**src/rtl/uart_pkg.sv**
```systemverilog
// Shared UART definitions: frame length limits, parity helper and receiver state encoding.
package uart_pkg;

    localparam logic [3:0] LEN_MIN = 4'd5;
    localparam logic [3:0] LEN_MAX = 4'd8;

    typedef enum logic [2:0] {
        IDLE   = 3'd0,
        DATA   = 3'd1,
        PARITY = 3'd2,
        STOP1  = 3'd3,
        STOP2  = 3'd4,
        DONE   = 3'd5
    } rx_state_t;

    function automatic logic len_legal(input logic [3:0] len);
        return (len >= LEN_MIN) && (len <= LEN_MAX);
    endfunction

    // ty=1 gives ^data, ty=0 gives ~^data, over the low len bits only.
    function automatic logic calc_parity(input logic [7:0] data, input logic [3:0] len,
                                         input logic ty);
        logic [7:0] masked;
        masked = '0;
        for (int i = 0; i < 8; i++) begin
            if (4'(i) < len) masked[i] = data[i];
        end
        return ty ? (^masked) : (~^masked);
    endfunction

endpackage

```
**src/rtl/uart_rx_sync.sv**
```systemverilog
// Input synchroniser for the serial line; flops reset to the idle-high level.
module uart_rx_sync #(
    parameter int SYNC_STAGES = 2
) (
    input  logic clk,
    input  logic rst,
    input  logic d,
    output logic q
);

    generate
        if (SYNC_STAGES == 0) begin : g_bypass
            assign q = d;
        end else begin : g_chain
            logic [SYNC_STAGES-1:0] stage;

            always_ff @(posedge clk or posedge rst) begin
                if (rst) begin
                    stage <= '1;
                end else begin
                    stage[0] <= d;
                    for (int i = 1; i < SYNC_STAGES; i++) begin
                        stage[i] <= stage[i-1];
                    end
                end
            end

            assign q = stage[SYNC_STAGES-1];
        end
    endgenerate

endmodule

```
**src/rtl/uart_rx.sv**
```systemverilog
// UART receiver: one line sample per clock, 5..8 data bits LSB first, optional parity,
// one or two stop bits. o_rx_done strobes for one cycle with data and error flags.
module uart_rx
    import uart_pkg::*;
#(
    parameter int SYNC_STAGES = 2
) (
    input  logic       i_rx_clk,
    input  logic       rst,
    input  logic       i_rx,
    input  logic [3:0] i_len,
    input  logic       i_parity_ty,
    input  logic       i_parity_en,
    input  logic       i_stop2,
    output logic [7:0] o_rx_data,
    output logic       o_rx_done,
    output logic       o_rx_er,
    output logic       o_parity_er,
    output logic       o_frame_er,
    output logic       o_rx_busy,
    output rx_state_t  o_state
);

    // Output protocol: o_rx_done is a single-cycle strobe with no back-pressure;
    // o_rx_data and the error flags are valid in that cycle and held afterwards.

    logic       rxs;
    rx_state_t  state_q;
    rx_state_t  state_next;
    logic [3:0] len_q;
    logic       pty_q;
    logic       pen_q;
    logic       s2_q;
    logic [7:0] shift_q;
    logic [2:0] cnt_q;
    logic       perr_q;
    logic       ferr_q;
    logic [7:0] data_q;
    logic       last_bit;

    uart_rx_sync #(
        .SYNC_STAGES(SYNC_STAGES)
    ) u_sync (
        .clk(i_rx_clk),
        .rst(rst),
        .d  (i_rx),
        .q  (rxs)
    );

    assign last_bit = ({1'b0, cnt_q} == (len_q - 4'd1));

    always_ff @(posedge i_rx_clk or posedge rst) begin
        if (rst) begin
            state_q <= IDLE;
        end else begin
            state_q <= state_next;
        end
    end

    always_comb begin
        state_next = state_q;
        case (state_q)
            IDLE:    if (!rxs) state_next = DATA;
            DATA:    if (last_bit) state_next = pen_q ? PARITY : STOP1;
            PARITY:  state_next = STOP1;
            STOP1:   state_next = s2_q ? STOP2 : DONE;
            STOP2:   state_next = DONE;
            DONE:    state_next = IDLE;
            default: state_next = IDLE;
        endcase
    end

    // An illegal length is flagged up front and the frame is taken as 8 bits.
    always_ff @(posedge i_rx_clk or posedge rst) begin
        if (rst) begin
            len_q   <= LEN_MAX;
            pty_q   <= 1'b0;
            pen_q   <= 1'b0;
            s2_q    <= 1'b0;
            shift_q <= '0;
            cnt_q   <= '0;
            perr_q  <= 1'b0;
            ferr_q  <= 1'b0;
            data_q  <= '0;
        end else begin
            case (state_q)
                IDLE: begin
                    if (!rxs) begin
                        len_q   <= len_legal(i_len) ? i_len : LEN_MAX;
                        pty_q   <= i_parity_ty;
                        pen_q   <= i_parity_en;
                        s2_q    <= i_stop2;
                        shift_q <= '0;
                        cnt_q   <= '0;
                        perr_q  <= 1'b0;
                        ferr_q  <= !len_legal(i_len);
                    end
                end
                DATA: begin
                    shift_q[cnt_q] <= rxs;
                    cnt_q          <= cnt_q + 3'd1;
                end
                PARITY: begin
                    perr_q <= (rxs != calc_parity(shift_q, len_q, pty_q));
                end
                STOP1, STOP2: begin
                    if (!rxs) ferr_q <= 1'b1;
                end
                default: begin
                end
            endcase

            if (state_next == DONE) begin
                data_q <= shift_q;
            end
        end
    end

    assign o_rx_data   = data_q;
    assign o_rx_done   = (state_q == DONE);
    assign o_parity_er = perr_q;
    assign o_frame_er  = ferr_q;
    assign o_rx_er     = perr_q | ferr_q;
    assign o_rx_busy   = (state_q != IDLE);
    assign o_state     = state_q;

endmodule

```
**config.mk**
```make
export PLATFORM = sky130hd
export DESIGN_NAME = uart_rx
export DESIGN_NICKNAME = d
export VERILOG_FILES = /design/src/rtl/uart_pkg.sv /design/src/rtl/uart_rx_sync.sv /design/src/rtl/uart_rx.sv
export SDC_FILE = /design/constraint.sdc
export NUM_CORES = 1
export LEC_CHECK = 0
export BUFFER_PORTS_ARGS = -buffer_cell sky130_fd_sc_hd__clkbuf_2
export CAP_MARGIN = 10
export CORE_MARGIN = 2
export CORE_UTILIZATION = 56
export CTS_CLUSTER_DIAMETER = 80
export CTS_CLUSTER_SIZE = 10
export DETAILED_ROUTE_END_ITERATION = 8
export PLACE_DENSITY = 0.79
export SYNTH_ARGS = -nofsm -noshare
export SYNTH_HDL_FRONTEND = slang
export SYNTH_SLANG_ARGS = --single-unit
```
**constraint.sdc**
```tcl
create_clock -name i_rx_clk -period 2.9 [get_ports i_rx_clk]
set_clock_uncertainty 0.1 [all_clocks]
set_input_delay 0.435 -clock i_rx_clk [delete_from_list [all_inputs] [get_ports i_rx_clk]]
set_output_delay 0.435 -clock i_rx_clk [all_outputs]
set_load 0.01 [all_outputs]
```
==> metrics.md, run 1 <==
| Metric | Value |
|---|---|
| Root buf cell | `sky130_fd_sc_hd__clkbuf_4` |
| RSZ-0062 raised after global routing | `no` |
| Slew at the pin closest to its max-slew limit | `0.529 ns` |
| Post-CTS Setup Bufs | `0` |
| Number of primary I/O pins | `26` |
| Count of nets after finishing | `216` |
| Die W | `59.8 µm` |
| Largest net degree at the start of global routing | `34` |
| Asr flop ratio synth | `100%` |
| Number of cells traversed by the worst register-to-register path | `8` |
| Final TNS setup | `0 ns` |
| Syn-to-layout area delta | `10.2%` |
| Post-synthesis area per instance | `10.0 µm²` |
| Routed Antenna Nets | `0` |
| Number of hold buffers added after CTS | `0` |
| Worst setup path class | `reg -> reg` |
| Post-Synthesis Cells | `174` |
| Standby leakage power | `0.918 nW` |
| Count of endpoints failing hold in the final timing report | `0` |
| Grt ovf | `0` |
| Most numerous cell in the Yosys netlist | `sky130_fd_sc_hd__dfrtp_1` |
| Starting density of the core | `58.1%` |
| Via Count | `1326` |
| Syn_nets | `189` |
| Post-synthesis sequential area ratio | `47.6%` |
| GP Congestion | `0.840` |
| Setup violations, final | `0` |
| Run status | `finished clean` |
| Initial antenna violation count | `0` |
| Clock latency on the worst-skew pair | `0.34 ns` |
| Detailed-route vias per instance | `5.64` |
| Share of total power consumed by net switching | `42.3%` |
| Count of flip-flops with a built-in enable after synthesis | `0` |
| Worst setup slack after layout | `0.636 ns` |
| Wire length of the first global-routing pass | `5690 µm` |
| Quantity of gates resized following cts | `0` |
| Maximum capacitance violations | `0` |
| Most frequent cells after synthesis | `30 x sky130_fd_sc_hd__dfrtp_1, 20 x sky130_fd_sc_hd__nand2_1, 17 x sky130_fd_sc_hd__nor2_1` |
| Power share of the sequential group | `39.2%` |
| Crit end category | `flop` |
| Number of antenna repair diodes | `0` |
| Synth top area cells | `sky130_fd_sc_hd__dfrtp_1 43%, sky130_fd_sc_hd__mux2_2 5.2%, sky130_fd_sc_hd__dfstp_2 4.5%` |
| Total routing resource utilization after global routing | `22.0%` |
| Pwr Density | `1170 nW/µm²` |
| Critical-path maximum fanout | `5` |
| Number of warnings reported in the yosys synthesis log | `0` |
| Routed wirelength normalized by instance count | `13.9 µm` |
| Die outline area | `3580 µm²` |
| Top FF cell, synth | `sky130_fd_sc_hd__dfrtp_1` |
| Number of buffers inserted by port buffering | `25` |
| Count of final max-slew check failures | `0` |
| Post-synthesis instance area | `1740 µm²` |
| Area share of the largest cell type after synthesis | `43.0%` |
| Switching power total | `0.953 mW` |
| Placed cell count | `227` |
| Final Critical Period | `2.26 ns` |
| Estimated wirelength of the detail-placed design | `2420 µm` |
| Placed cell areas | `1870 µm²` |
| Vias in the first global route | `1205` |
| Worst min-delay path category | `in -> async` |
| Cell Rows | `20` |
| Maximum root-to-sink buffer count | `2` |
| Clk pwr share | `11.0%` |
| Total of fill cells in the finished design | `257` |
| Data arrival, critical path | `2.40 ns` |
| Number of standard cells in the final layout excluding fillers | `235` |
| Clock-pin slew on the worst setup and hold paths | `0.10 ns` |
| CP Data Required Time | `3.03 ns` |
| H-tree levels | `2` |
| Top cell type by total area after synthesis | `sky130_fd_sc_hd__dfrtp_1` |
| Fraction of the cycle the final worst path needs | `78.1%` |
| # DRC | `0` |
| VDD IR max | `671 µV` |
| Initial detailed-routing violation count | `40` |
| Final design instance area without fill | `1920 µm²` |
| Layout cell share with drive strength beyond 1 | `23.3%` |
| TritonRoute pass-1 iters | `4` |
| Die Y-Extent | `59.8 µm` |
| Post-placement setup slack | `0.667 ns` |
| Combinational fraction of design power | `49.8%` |
| Setup slack of the worst register-to-register path | `0.64 ns` |
| Internal power of the cells | `1.30 mW` |
| Highest clock frequency the design can meet | `0.442 GHz` |
| Placeable core region | `3000 µm²` |
| Relative max-transition margin | `64.5%` |
| CTS sink cnt | `33` |
| Worst setup SP type | `flop` |
| Critical R2R Capture | `o_parity_er` |
| Number of clock buffers inserted by TritonCTS | `5` |
| Unique masters post-synth | `39` |
| Clock tree from TritonCTS | `built` |
| Sum of routed wire length over all layers | `3280 µm` |
| Flop and latch count out of synthesis | `33` |
| Reg-to-reg startpoint | `len_q[1]` |
==> logic make-up after synthesis <==
family / after synthesis / synth area share (%)
simple gates: 60 / 16.4
compound gates: 41 / 15.1
flops: 33 / 47.6
buf+inv: 13 / 4.23
xor+xnor: 12 / 6.82
mux: 10 / 6.31
fa+ha+maj: 5 / 3.59
==> placed cells by master, fill, tap and decap left out, types with 2 or more instances in the layout <==
cell type                  instances
sky130_fd_sc_hd__a21o_1            2
sky130_fd_sc_hd__a21oi_1           8
sky130_fd_sc_hd__a22o_1            2
sky130_fd_sc_hd__and2_1            2
sky130_fd_sc_hd__clkbuf_2         25
sky130_fd_sc_hd__clkbuf_4          5
sky130_fd_sc_hd__clkinv_2          2
sky130_fd_sc_hd__dfrtp_1          30
sky130_fd_sc_hd__dfstp_2           3
sky130_fd_sc_hd__ha_1              5
sky130_fd_sc_hd__inv_1             7
sky130_fd_sc_hd__mux2_2            8
sky130_fd_sc_hd__mux2i_1           2
sky130_fd_sc_hd__nand2_1          20
sky130_fd_sc_hd__nand2b_1          4
sky130_fd_sc_hd__nand3_1           3
sky130_fd_sc_hd__nor2_1           17
sky130_fd_sc_hd__nor2b_1           4
sky130_fd_sc_hd__nor3_1            3
sky130_fd_sc_hd__nor4b_1           2
sky130_fd_sc_hd__o21a_1            8
sky130_fd_sc_hd__o21ai_0          14
sky130_fd_sc_hd__xnor2_1           8
sky130_fd_sc_hd__xor2_1            3
==> area by class of cell <==
type / count / area (µm²) / area share [%]
clock buffers: 6 / 41.3 / 2.15
repair buffers: 26 / 133 / 6.90
clock inverters: 2 / 10.0 / 0.521
multi-input cells: 128 / 841 / 43.8
inverters: 7 / 26.3 / 1.37
well taps: 33 / 41.3 / 2.15
flip-flops and latches: 33 / 830 / 43.2
==> state kept, by name (all words and copies together) (netlist names) <==
name and flops:
cnt_q 3, len_q 4, o_frame_er 1, o_parity_er 1, o_rx_data 8, o_state 3, pen_q 1, pty_q 1
s2_q 1, shift_q 8, u_sync.g_chain.stage 2
==> critical path, cell delays in order, from the launching register on <==
cell                      delay [ns]
sky130_fd_sc_hd__dfrtp_1        0.44
sky130_fd_sc_hd__inv_1          0.13
sky130_fd_sc_hd__ha_1           0.20
sky130_fd_sc_hd__nor2_1         0.05
sky130_fd_sc_hd__o31ai_1        0.30
sky130_fd_sc_hd__xnor2_1        0.19
sky130_fd_sc_hd__xnor3_1        0.34
sky130_fd_sc_hd__xor2_1         0.15
sky130_fd_sc_hd__a32o_1         0.25
==> per-stage QoR <==
stage,total power [mW],hold WS (ns),util (%)
floorplan,1.75,0.245,-
global placement,1.96,0.248,62.3
detailed placement,2.02,0.251,62.3
CTS,2.27,0.0391,64.0
global route,2.46,0.0367,64.0
finish,2.25,0.0428,64.0
==> power groups by stage <==
stage	Combinational, mW	Clock, mW	Sequential, mW
2_1_floorplan	0.921	0	0.830
4_1_cts	1.13	0.260	0.883
3_3_place_gp	1.08	0	0.876
6_report	1.12	0.247	0.884
5_1_grt	1.26	0.280	0.920
3_5_place_dp	1.12	0	0.893
==> per-layer routing <==
metal	GRT usage [%]	wire, µm	vias up
li1	-	-	653
met1	28.6	1410	628
met2	33.2	1630	37
met3	6.93	155	8
met4	10.2	79	0
met5	0	0	-
==> worst max path at each step <==
stage                   from     endpoint  slack (ns)
floorplan           len_q[0]  o_parity_er        0.85
global placement    len_q[1]  o_parity_er        0.79
detailed placement  len_q[1]  o_parity_er        0.67
CTS                 len_q[1]  o_parity_er        0.65
global route        len_q[1]  o_parity_er        0.47
finish              len_q[1]  o_parity_er        0.64
Power figures use the tool's default switching activity.
==> run 2: changes to the inputs <==
- clock period: 2.9 -> 2.3 ns (I/O delays scaled with it)
==> metrics.md, run 2 (same netlist as run 1, synthesis figures left out) <==
| Metric | Value |
|---|---|
| Maximum capacitance violations | `0 (unchanged)` |
| Detailed-route vias per instance | `5.60 (-0.74%)` |
| # DRC | `0 (unchanged)` |
| CTS sink cnt | `33 (unchanged)` |
| Switching power total | `1.24 mW (+30%)` |
| Routing usage on met1 | `29.3% (+0.64 points)` |
| Final TNS setup | `0 ns (unchanged)` |
| VDD IR max | `755 µV (+12%)` |
| Worst min-delay path category | `in -> reg` |
| Final Critical Period | `2.19 ns (-0.0754 ns)` |
| GR Layer Usage met2 | `38.4% (+5.1 points)` |
| Maximum root-to-sink buffer count | `2 (unchanged)` |
| Wire length of the first global-routing pass | `6160 µm (+8.4%)` |
| Via Count | `1333 (+0.53%)` |
| Fraction of the cycle the final worst path needs | `95.2% (+17 points)` |
| Clock-pin slew on the worst setup and hold paths | `0.10 ns (about the same)` |
| Crit end category | `flop` |
| Data arrival, critical path | `2.33 ns (-0.07 ns)` |
| Number of buffers inserted by port buffering | `25 (unchanged)` |
| Standby leakage power | `0.945 nW (+3.0%)` |
| Internal power of the cells | `1.81 mW (+39%)` |
| H-tree levels | `2 (unchanged)` |
| Post-CTS Setup Bufs | `0 (unchanged)` |
| Run status | `finished clean` |
| Commonest non-fill, non-tap cell in the layout | `sky130_fd_sc_hd__dfrtp_1` |
| Power share of the sequential group | `36.7% (-2.5 points)` |
| Critical-path maximum fanout | `5 (unchanged)` |
| Estimated wirelength of the detail-placed design | `2560 µm (+5.7%)` |
| Highest clock frequency the design can meet | `0.457 GHz (+3.4%)` |
| Worst setup SP type | `flop` |
| Share of total power consumed by net switching | `40.7% (-1.6 points)` |
| Die W | `59.8 µm (unchanged)` |
| Vias in the first global route | `1317 (+9.3%)` |
| Root buf cell | `sky130_fd_sc_hd__clkbuf_4` |
| Most Crowded Layer GR | `met2` |
| Initial detailed-routing violation count | `42 (+5.0%)` |
| Fin Hold WS | `0.0870 ns (+0.0442 ns)` |
| Number of antenna repair diodes | `0 (unchanged)` |
| Routed wirelength normalized by instance count | `14.6 µm (+4.9%)` |
| Routed Antenna Nets | `0 (unchanged)` |
| Initial antenna violation count | `0 (unchanged)` |
| Die Y-Extent | `59.8 µm (unchanged)` |
| Sum of routed wire length over all layers | `3480 µm (+6.2%)` |
| Number of clock buffers inserted by TritonCTS | `5 (unchanged)` |
| Total of fill cells in the finished design | `249 (-3.1%)` |
| Grt ovf | `0 (unchanged)` |
| Slew at the pin closest to its max-slew limit | `0.494 ns (-0.0358 ns)` |
| GP Congestion | `0.842 (+0.19%)` |
| Layout cell share with drive strength beyond 1 | `23.9% (+0.64 points)` |
| Largest net degree at the start of global routing | `34 (unchanged)` |
| Syn-to-layout area delta | `14.0%` |
| Relative max-transition margin | `67.0% (+2.5 points)` |
| Count of endpoints failing hold in the final timing report | `0 (unchanged)` |
| Starting density of the core | `58.1% (unchanged)` |
| Die outline area | `3580 µm² (unchanged)` |
| Clock tree from TritonCTS | `built` |
| Worst setup path class | `reg -> reg` |
| Cell Rows | `20 (unchanged)` |
| Pwr Density | `1530 nW/µm² (+31%)` |
| Clock latency on the worst-skew pair | `0.34 ns (about the same)` |
| Count of final max-slew check failures | `0 (unchanged)` |
| Commonest cells after routing, fill and taps aside | `30 x sky130_fd_sc_hd__dfrtp_1, 25 x sky130_fd_sc_hd__clkbuf_2, 20 x sky130_fd_sc_hd__nand2_1` |
| TritonRoute pass-1 iters | `4 (unchanged)` |
| RSZ-0062 raised after global routing | `no` |
| Count of nets after finishing | `219 (+1.4%)` |
| Post-Route Utilization | `66.2% (+2.2 points)` |
| Clk pwr share | `15.0% (+4.0 points)` |
| Number of primary I/O pins | `26 (unchanged)` |
| Combinational fraction of design power | `48.4% (-1.4 points)` |
| CP Data Required Time | `2.44 ns (-0.59 ns)` |
| Total routing resource utilization after global routing | `23.3% (+1.3 points)` |
| Setup violations, final | `0 (unchanged)` |
| Global routing met3 resource utilization | `6.71% (-0.22 points)` |
| Placeable core region | `3000 µm² (unchanged)` |
[run 2: changes by cell type in the layout (fill, tap and decap cells not counted)]
cell	delta
sky130_fd_sc_hd__bufinv_16	+1
sky130_fd_sc_hd__dlygate4sd3_1	+2
sky130_fd_sc_hd__buf_4	+1
sky130_fd_sc_hd__nor3_1	-1
sky130_fd_sc_hd__clkinv_2	-2
sky130_fd_sc_hd__clkbuf_8	+1
sky130_fd_sc_hd__nor3_2	+1
[run 2: power groups by stage]
stage | Combinational [mW] | Sequential, mW | Clock [mW]
2_1_floorplan | 1.16 | 1.05 | 0
5_1_grt | 1.65 | 1.16 | 0.489
4_1_cts | 1.47 | 1.11 | 0.466
3_3_place_gp | 1.38 | 1.11 | 0
6_report | 1.47 | 1.12 | 0.455
3_5_place_dp | 1.46 | 1.13 | 0
[run 2: timing repair]
action                                  in CTS  in global routing
endpoints found under the setup margin       0                  1
hold endpoints to repair                    31                  0
hold buffers                                 2                  0
gates resized for setup                      0                  1
[run 2: through the flow]
step / power (mW) / cells / worst slack, ns / area [µm²]
3_3_place_gp: 2.49 / 228 / 0.196 / 1880
5_1_grt: 3.30 / 238 / 0.00141 / 1990
3_5_place_dp: 2.59 / 228 / 0.116 / 1880
4_1_cts: 3.05 / 238 / 0.111 / 1980
2_1_floorplan: 2.21 / 174 / 0.250 / 1740
6_report: 3.05 / 238 / 0.111 / 1990
[run 2: metal layers]
layer / vias to the layer above / part of all wire [%]
li1: 657 / -
met1: 647 / 43
met2: 23 / 52
met3: 6 / 3.6
met4: 0 / 1.5
met5: - / 0
[run 2: layout make-up]
| cell class | count | area, µm² | share of cell area, % |
|---|---|---|---|
| Multi-Input combinational cell | 128 | 846 | 42.5 |
| Sequential cell | 33 | 830 | 41.7 |
| Timing Repair Buffer | 29 | 160 | 8.06 |
| Clock buffer | 7 | 55.1 | 2.77 |
| Tap cell | 33 | 41.3 | 2.08 |
| Clock inverter | 1 | 30.0 | 1.51 |
| Inverter | 7 | 26.3 | 1.32 |
[run 2: final timing paths]
path                            cells past startpoint  slack [ns]                     from                      end
worst min-delay path                                3        0.09              i_parity_ty                    pty_q
worst min register to register                      0        0.27  u_sync.g_chain.stage[0]  u_sync.g_chain.stage[1]
max in group asynchronous                           4        1.26                      rst                 len_q[3]
worst max register to register                      8        0.11                 len_q[1]              o_parity_er
min in group asynchronous                           4        0.51                      rst               o_state[1]
worst max-delay path                                8        0.11                 len_q[1]              o_parity_er
[run 2: worst max-delay path: stages, from the launching register on]
cell                      delay [ns]
sky130_fd_sc_hd__dfrtp_1        0.44
sky130_fd_sc_hd__inv_1          0.13
sky130_fd_sc_hd__ha_1           0.19
sky130_fd_sc_hd__nor2_1         0.05
sky130_fd_sc_hd__o31ai_1        0.24
sky130_fd_sc_hd__xnor2_1        0.18
sky130_fd_sc_hd__xnor3_1        0.35
sky130_fd_sc_hd__xor2_1         0.15
sky130_fd_sc_hd__a32o_1         0.25
